File: config.mk
export PLATFORM = sky130hd
export DESIGN_NAME = gray_cam_formatter
export DESIGN_NICKNAME = d
export VERILOG_FILES = /design/src/rtl/gray_in_pkg.sv /design/src/rtl/gray_byte_packer.sv /design/src/rtl/gray_cam_formatter.sv
export SDC_FILE = /design/constraint.sdc
export NUM_CORES = 1
export LEC_CHECK = 0
export BUFFER_PORTS_ARGS = -buffer_cell sky130_fd_sc_hd__buf_2
export CAP_MARGIN = 20
export CORE_MARGIN = 2
export CORE_UTILIZATION = 60
export DETAILED_ROUTE_END_ITERATION = 8
export HOLD_SLACK_MARGIN = 0.15
export PLACE_DENSITY = 0.79
export SLEW_MARGIN = 20
export SYNTH_ARGS = -nofsm -noshare
export SYNTH_HDL_FRONTEND = slang
export SYNTH_SLANG_ARGS = --single-unit
File: constraint.sdc
create_clock -name pclk -period 4.5 [get_ports pclk]
set_input_delay 1.35 -clock pclk [delete_from_list [all_inputs] [get_ports pclk]]
set_output_delay 1.35 -clock pclk [all_outputs]
set_load 0.05 [all_outputs]
File: src/rtl/gray_in_pkg.sv
// Shared definitions for the gray camera formatter: FSM state type,
// output word layout and counter sizing helper.
package gray_in_pkg;

  // Frame-level states of the formatter
  typedef enum logic [1:0] {
    ST_WAIT_VSYNC,
    ST_WAIT_FRAME,
    ST_ACTIVE,
    ST_DROP
  } state_e;

  // Output word layout: {sof, byte1, byte0}
  localparam int unsigned SOF_BIT = 16;
  localparam int unsigned WORD_W  = 17;

  // Counter width for a count range of n, never narrower than one bit
  function automatic int unsigned cnt_width(input int unsigned n);
    return (n > 1) ? $clog2(n) : 1;
  endfunction

endpackage

File: src/rtl/gray_byte_packer.sv
// Byte-pair packer: the first byte of a pair goes to [7:0], the second to
// [15:8]; the finished word is registered together with the SOF flag.
// With GRAY_TEST_PATTERN_EN defined the payload is replaced by a 16-bit
// counter that restarts at 0 on the SOF word.
module gray_byte_packer
  import gray_in_pkg::*;
(
  input  logic              clk_i,
  input  logic              rst_i,
  input  logic [7:0]        byte_i,
  input  logic              byte_en_i,
  input  logic              phase_clr_i,
  input  logic              sof_i,
  output logic              pair_done_o,
  output logic              word_valid_o,
  output logic [WORD_W-1:0] word_o
);

  logic              phase_q;
  logic [7:0]        low_q;
  logic              valid_q;
  logic [WORD_W-1:0] word_q;
`ifdef GRAY_TEST_PATTERN_EN
  logic [15:0]       pat_q;
`endif

  // A byte accepted while holding the low half completes a word this cycle
  assign pair_done_o  = byte_en_i && phase_q;
  assign word_valid_o = valid_q;
  assign word_o       = word_q;

  // Pair phase, low-byte holding register and registered output word
  always_ff @(posedge clk_i) begin
    if (rst_i) begin
      phase_q <= 1'b0;
      low_q   <= '0;
      valid_q <= 1'b0;
      word_q  <= '0;
`ifdef GRAY_TEST_PATTERN_EN
      pat_q   <= '0;
`endif
    end else begin
      valid_q <= 1'b0;
      if (phase_clr_i) begin
        // an odd trailing byte is simply forgotten here
        phase_q <= 1'b0;
      end else if (byte_en_i) begin
        if (!phase_q) begin
          low_q   <= byte_i;
          phase_q <= 1'b1;
        end else begin
          phase_q         <= 1'b0;
          valid_q         <= 1'b1;
          word_q[SOF_BIT] <= sof_i;
`ifdef GRAY_TEST_PATTERN_EN
          if (sof_i) begin
            word_q[15:0] <= '0;
            pat_q        <= 16'd1;
          end else begin
            word_q[15:0] <= pat_q;
            pat_q        <= pat_q + 16'd1;
          end
`else
          word_q[15:0] <= {byte_i, low_q};
`endif
        end
      end
    end
  end

endmodule

File: src/rtl/gray_cam_formatter.sv
// Gray camera formatter: registers the camera bus, tracks frames with a
// vsync-driven FSM, crops lines/words to the configured frame size and packs
// byte pairs into 17-bit {sof, byte1, byte0} words for a DDR3 writer.
// Optional feature macro: GRAY_TEST_PATTERN_EN (counter payload).
module gray_cam_formatter
  import gray_in_pkg::*;
#(
  parameter int unsigned frame_width = 768,
  parameter int unsigned frame_lines = 480
) (
  input  logic              pclk,
  input  logic              pclk_reset,
  input  logic [7:0]        cam_data,
  input  logic              cam_href,
  input  logic              cam_vsync,
  input  logic              fifo_almost_full,
  output logic [WORD_W-1:0] pixel_data,
  output logic              pixel_valid,
  output logic              frame_dropped,
  output logic              overflow_err
);

  localparam int unsigned WW = cnt_width(frame_width);
  localparam int unsigned LW = cnt_width(frame_lines);
  localparam logic [WW-1:0] W_LAST = WW'(frame_width - 1);
  localparam logic [LW-1:0] L_LAST = LW'(frame_lines - 1);

  logic [7:0]    data_q;
  logic          href_q;
  logic          vsync_q;
  logic          href_prev_q;
  logic          vsync_prev_q;

  state_e        state_q;
  logic          frame_dropped_q;
  logic          overflow_q;

  logic [WW-1:0] word_cnt_q;
  logic [LW-1:0] line_cnt_q;
  logic          line_full_q;
  logic          lines_done_q;

  logic          vs_rise;
  logic          vs_fall;
  logic          href_fall;
  logic          byte_en;
  logic          phase_clr;
  logic          sof;
  logic          pair_done;
  logic          word_valid;
  logic [WORD_W-1:0] word;

  // Input capture plus one-cycle history for edge detection
  always_ff @(posedge pclk) begin
    if (pclk_reset) begin
      data_q       <= '0;
      href_q       <= 1'b0;
      vsync_q      <= 1'b0;
      href_prev_q  <= 1'b0;
      vsync_prev_q <= 1'b0;
    end else begin
      data_q       <= cam_data;
      href_q       <= cam_href;
      vsync_q      <= cam_vsync;
      href_prev_q  <= href_q;
      vsync_prev_q <= vsync_q;
    end
  end

  assign vs_rise   = vsync_q && !vsync_prev_q;
  assign vs_fall   = !vsync_q && vsync_prev_q;
  assign href_fall = !href_q && href_prev_q;

  // Frame FSM; the accept/drop decision is taken when vsync falls
  always_ff @(posedge pclk) begin
    if (pclk_reset) begin
      state_q         <= ST_WAIT_VSYNC;
      frame_dropped_q <= 1'b0;
    end else begin
      frame_dropped_q <= 1'b0;
      case (state_q)
        ST_WAIT_VSYNC: begin
          if (vsync_q) state_q <= ST_WAIT_FRAME;
        end
        ST_WAIT_FRAME: begin
          if (vs_fall) begin
            if (fifo_almost_full) begin
              state_q         <= ST_DROP;
              frame_dropped_q <= 1'b1;
            end else begin
              state_q <= ST_ACTIVE;
            end
          end
        end
        ST_ACTIVE, ST_DROP: begin
          if (vs_rise) state_q <= ST_WAIT_FRAME;
        end
        default: state_q <= ST_WAIT_VSYNC;
      endcase
    end
  end

  // Bytes are taken only inside an accepted frame and within the crop window
  assign byte_en   = (state_q == ST_ACTIVE) && href_q && !vsync_q &&
                     !line_full_q && !lines_done_q;
  assign phase_clr = !href_q || (state_q != ST_ACTIVE);
  assign sof       = (line_cnt_q == '0) && (word_cnt_q == '0);

  // Word/line position; saturation flags replace wrap at the last index
  always_ff @(posedge pclk) begin
    if (pclk_reset || state_q != ST_ACTIVE) begin
      word_cnt_q   <= '0;
      line_cnt_q   <= '0;
      line_full_q  <= 1'b0;
      lines_done_q <= 1'b0;
    end else if (href_fall) begin
      word_cnt_q  <= '0;
      line_full_q <= 1'b0;
      if (!lines_done_q) begin
        if (line_cnt_q == L_LAST) lines_done_q <= 1'b1;
        else                      line_cnt_q   <= line_cnt_q + 1'b1;
      end
    end else if (pair_done) begin
      if (word_cnt_q == W_LAST) line_full_q <= 1'b1;
      else                      word_cnt_q  <= word_cnt_q + 1'b1;
    end
  end

  // Sticky flag for a word presented while the downstream FIFO is nearly full
  always_ff @(posedge pclk) begin
    if (pclk_reset)                          overflow_q <= 1'b0;
    else if (word_valid && fifo_almost_full) overflow_q <= 1'b1;
  end

  gray_byte_packer u_packer (
    .clk_i        (pclk),
    .rst_i        (pclk_reset),
    .byte_i       (data_q),
    .byte_en_i    (byte_en),
    .phase_clr_i  (phase_clr),
    .sof_i        (sof),
    .pair_done_o  (pair_done),
    .word_valid_o (word_valid),
    .word_o       (word)
  );

  assign pixel_data    = word;
  assign pixel_valid   = word_valid;
  assign frame_dropped = frame_dropped_q;
  assign overflow_err  = overflow_q;

endmodule

==> out/metrics.yaml <==
placed_design:
  io_buffer_count: 32
  place.detailed.hpwl_um: 3270
  place.gp.congestion: 0.835
setup_path:
  r2r_cells: 4
  cp_slowest_cell: "or3b_2"
  crit_path_start_kind: "primary input"
  cp.required_ns: 4.76
  crit_path_max_incr_delay_ns: 0.68
  critPathMaxFanout: 42
  critPathCaptureType: "flip-flop"
  path_cells: "buf_2 > or3b_2 > or2_2 > o31ai_1"
  worstSetupPathType: "primary input to flip-flop"
  worstPathArrival_ns: 3.05
sta:
  setup_viol: 0
  period_share: 0.622
  max_clock_freq_mhz: 357
  setup_tns_ns: 0
  max_slew_margin: 0.321
  hold_viol: 0
  fin_skew_ns: 0.00841
  tightestPinTransition_ns: 1.02
  layout_min_cycle_time_ns: 2.80
  grt_setup_unrepaired: "false"
  slew_violations: 0
global_routing:
  grt_usage: 0.225
  grt_start_max_net_pins: 43
  grt_overflow: 0
  antenna_found_initial: 0
  grt_pass1_wl_um: 7700
  grt_pass1_vias: 1648
min_path:
  holdPathStages: 2
  hold_class: "flip-flop to flip-flop"
clock_tree:
  clk_latency_ns: 0.34
  cts_buffers: 9
  cts_hold_buffers: 0
  tritoncts: "built"
  cts_resized: 0
  cts_htree_levels: 3
  clk_pin_slew_ns: 0.07
  cts_setup_buffers: 0
  cts-root-buf: "clkbuf_8"
  cts_num_sinks: 64
  clockBufferDepth: 2
die:
  die_width_um: 68.9
  die-area_sq_um: 4740
  chipHeight_um: 68.9
  core-area_sq_um: 4030
  rows: 23
  start_util: 0.627
  io_pins: 33
finish:
  final_nets: 329
  diodes: 0
  synthToLayoutAreaGrowth_pct: 15.3
  multi_input_area_sq_um: 1170
  fill_cells: 330
  regArea_sq_um: 1280
  drive_gt1_frac: 0.177
  fin_util: 0.723
yosys:
  ys_seq_elements: 64
  synthCells: 281
  ys.flop_type: "dfxtp_1"
  yosysTopAreaCell: "dfxtp_1"
  syn_nets: 298
  avgSynthCellArea_sq_um: 8.99
  ys_top_cells_by_count: "64 x dfxtp_1, 39 x nand2_1, 31 x a21oi_1"
  syn-cell-area_sq_um: 2520
  synth.distinct_cells: 40
  synth_edf_count: 0
  yosys.area.top_type_share: 0.507
  synth_warnings: 0
  seq_area_frac_synth: 0.507
  ys_async_sr_fraction: 0
  synth.most_common_cell: "dfxtp_1"
  netlist_top_cells_area: "dfxtp_1 51%, a21oi_1 6.1%, nand2_1 5.8%"
detailed_routing:
  wl_um: 4800
  drc: 0
  drt-initial-drc-count: 150
  first_pass_iters: 4
  wire_per_inst_um: 13.1
  ant_nets: 0
  vias_per_cell: 5.53
  vias: 2031
pwr:
  power.share.clock: 0.450
  p_seq_frac: 0.530
  p_int_uw: 843
  switchingPower_uw: 247
  vdd_drop_max_v: 0.000319
  p_sw_frac: 0.227
  powerDensity_nw_per_um2: 374
  p_leak_nw: 1.05
  combPwrFrac: 0.019
run_status:
  outcome: "finished, final reports clean"
job:
  drv_cap: 0
layer usage:
metal  track usage  part of all wire
met4        0.0809            0.0071
met1         0.315              0.46
met5             0                 0
met3        0.0779             0.079
met2         0.320              0.45
through the flow:
stage,area (sq um),worst slack [ns],hold slack [ns],power [mW],std cells
6_report,2910,1.70,0.450,1.09,367
4_1_cts,2910,1.70,0.453,1.10,367
3_5_place_dp,2700,1.35,0.443,0.612,351
5_1_grt,2910,1.61,0.467,1.13,367
2_1_floorplan,2520,1.96,0.431,0.603,281
3_3_place_gp,2700,1.39,0.441,0.611,351
final timing paths:
check,from,endpoint,slack (ns)
max,pclk_reset,word_cnt_q[1],1.70
max reg2reg,state_q[1],word_cnt_q[6],1.96
min reg2reg,u_packer.word_o[7],u_packer.word_o[7],0.45
min,u_packer.word_o[7],u_packer.word_o[7],0.45
critical path: cells and delay by family:
family	cells	cell delay [ns]
AOI/OAI and AO/OA	1	0.25
buffers and inverters	1	0.32
and+or+nand+nor	2	1.12
flip-flops by register name (all words and copies together), names as in the netlist:
name / flops
u_packer.phase_q: 1
data_q: 8
word_cnt_q: 10
lines_done_q: 1
u_packer.word_valid_o: 1
line_full_q: 1
state_q: 2
u_packer.word_o: 17
line_cnt_q: 9
href_prev_q: 1
vsync_q: 1
vsync_prev_q: 1
u_packer.low_q: 8
overflow_err: 1
frame_dropped: 1
href_q: 1
cells by family (layout without fill, tap and decap cells):
group / after synthesis / after routing / share of synthesized area
AO/OA/AOI/OAI: 50 / 50 / 0.117
XOR/XNOR: 5 / 5 / 0.0173
adder cells (fa/ha/maj): 4 / 4 / 0.0198
buffers and inverters: 19 / 55 / 0.0302
flip-flops: 64 / 64 / 0.507
multiplexers: 10 / 10 / 0.0396
AND/OR/NAND/NOR: 129 / 129 / 0.269
cells in the final DEF (no fill, tap or decap), drive strengths merged, types with 2 or more instances in the layout:
cell type / Yosys / layout
a21oi: 31 / 31
o31ai: 7 / 7
nand2b: 3 / 3
dfxtp: 64 / 64
and2: 2 / 2
inv: 6 / 7
or3b: 2 / 2
buf: 4 / 33
nor2b: 14 / 14
nor3b: 2 / 2
clkbuf: 9 / 9
mux2i: 10 / 10
ha: 4 / 4
nor4: 3 / 3
nand3: 9 / 9
o21ai: 5 / 5
xor2: 4 / 4
or3: 4 / 4
nor2: 29 / 29
clkinv: 0 / 4
and3: 2 / 2
nand2: 39 / 39
nor4b: 3 / 3
nand4: 6 / 6
or4: 5 / 5
a311oi: 2 / 2
area by class of cell:
| cell class | instances | share of cell area |
|---|---|---|
| Inverter | 6 | 0.00774 |
| Clock inverter | 7 | 0.0279 |
| Timing Repair Buffer | 33 | 0.0576 |
| Clock buffer | 9 | 0.0425 |
| Multi-Input combinational cell | 198 | 0.403 |
| Tap cell | 50 | 0.0215 |
| Sequential cell | 64 | 0.440 |
power groups by stage:
stage | combinational [mW] | clock (mW) | sequential (mW)
floorplan | 0.0138 | 0 | 0.589
global placement | 0.0207 | 0 | 0.591
detailed placement | 0.0212 | 0 | 0.591
CTS | 0.0213 | 0.501 | 0.578
global route | 0.0239 | 0.527 | 0.579
finish | 0.0212 | 0.491 | 0.578
Power figures use the tool's default switching activity.
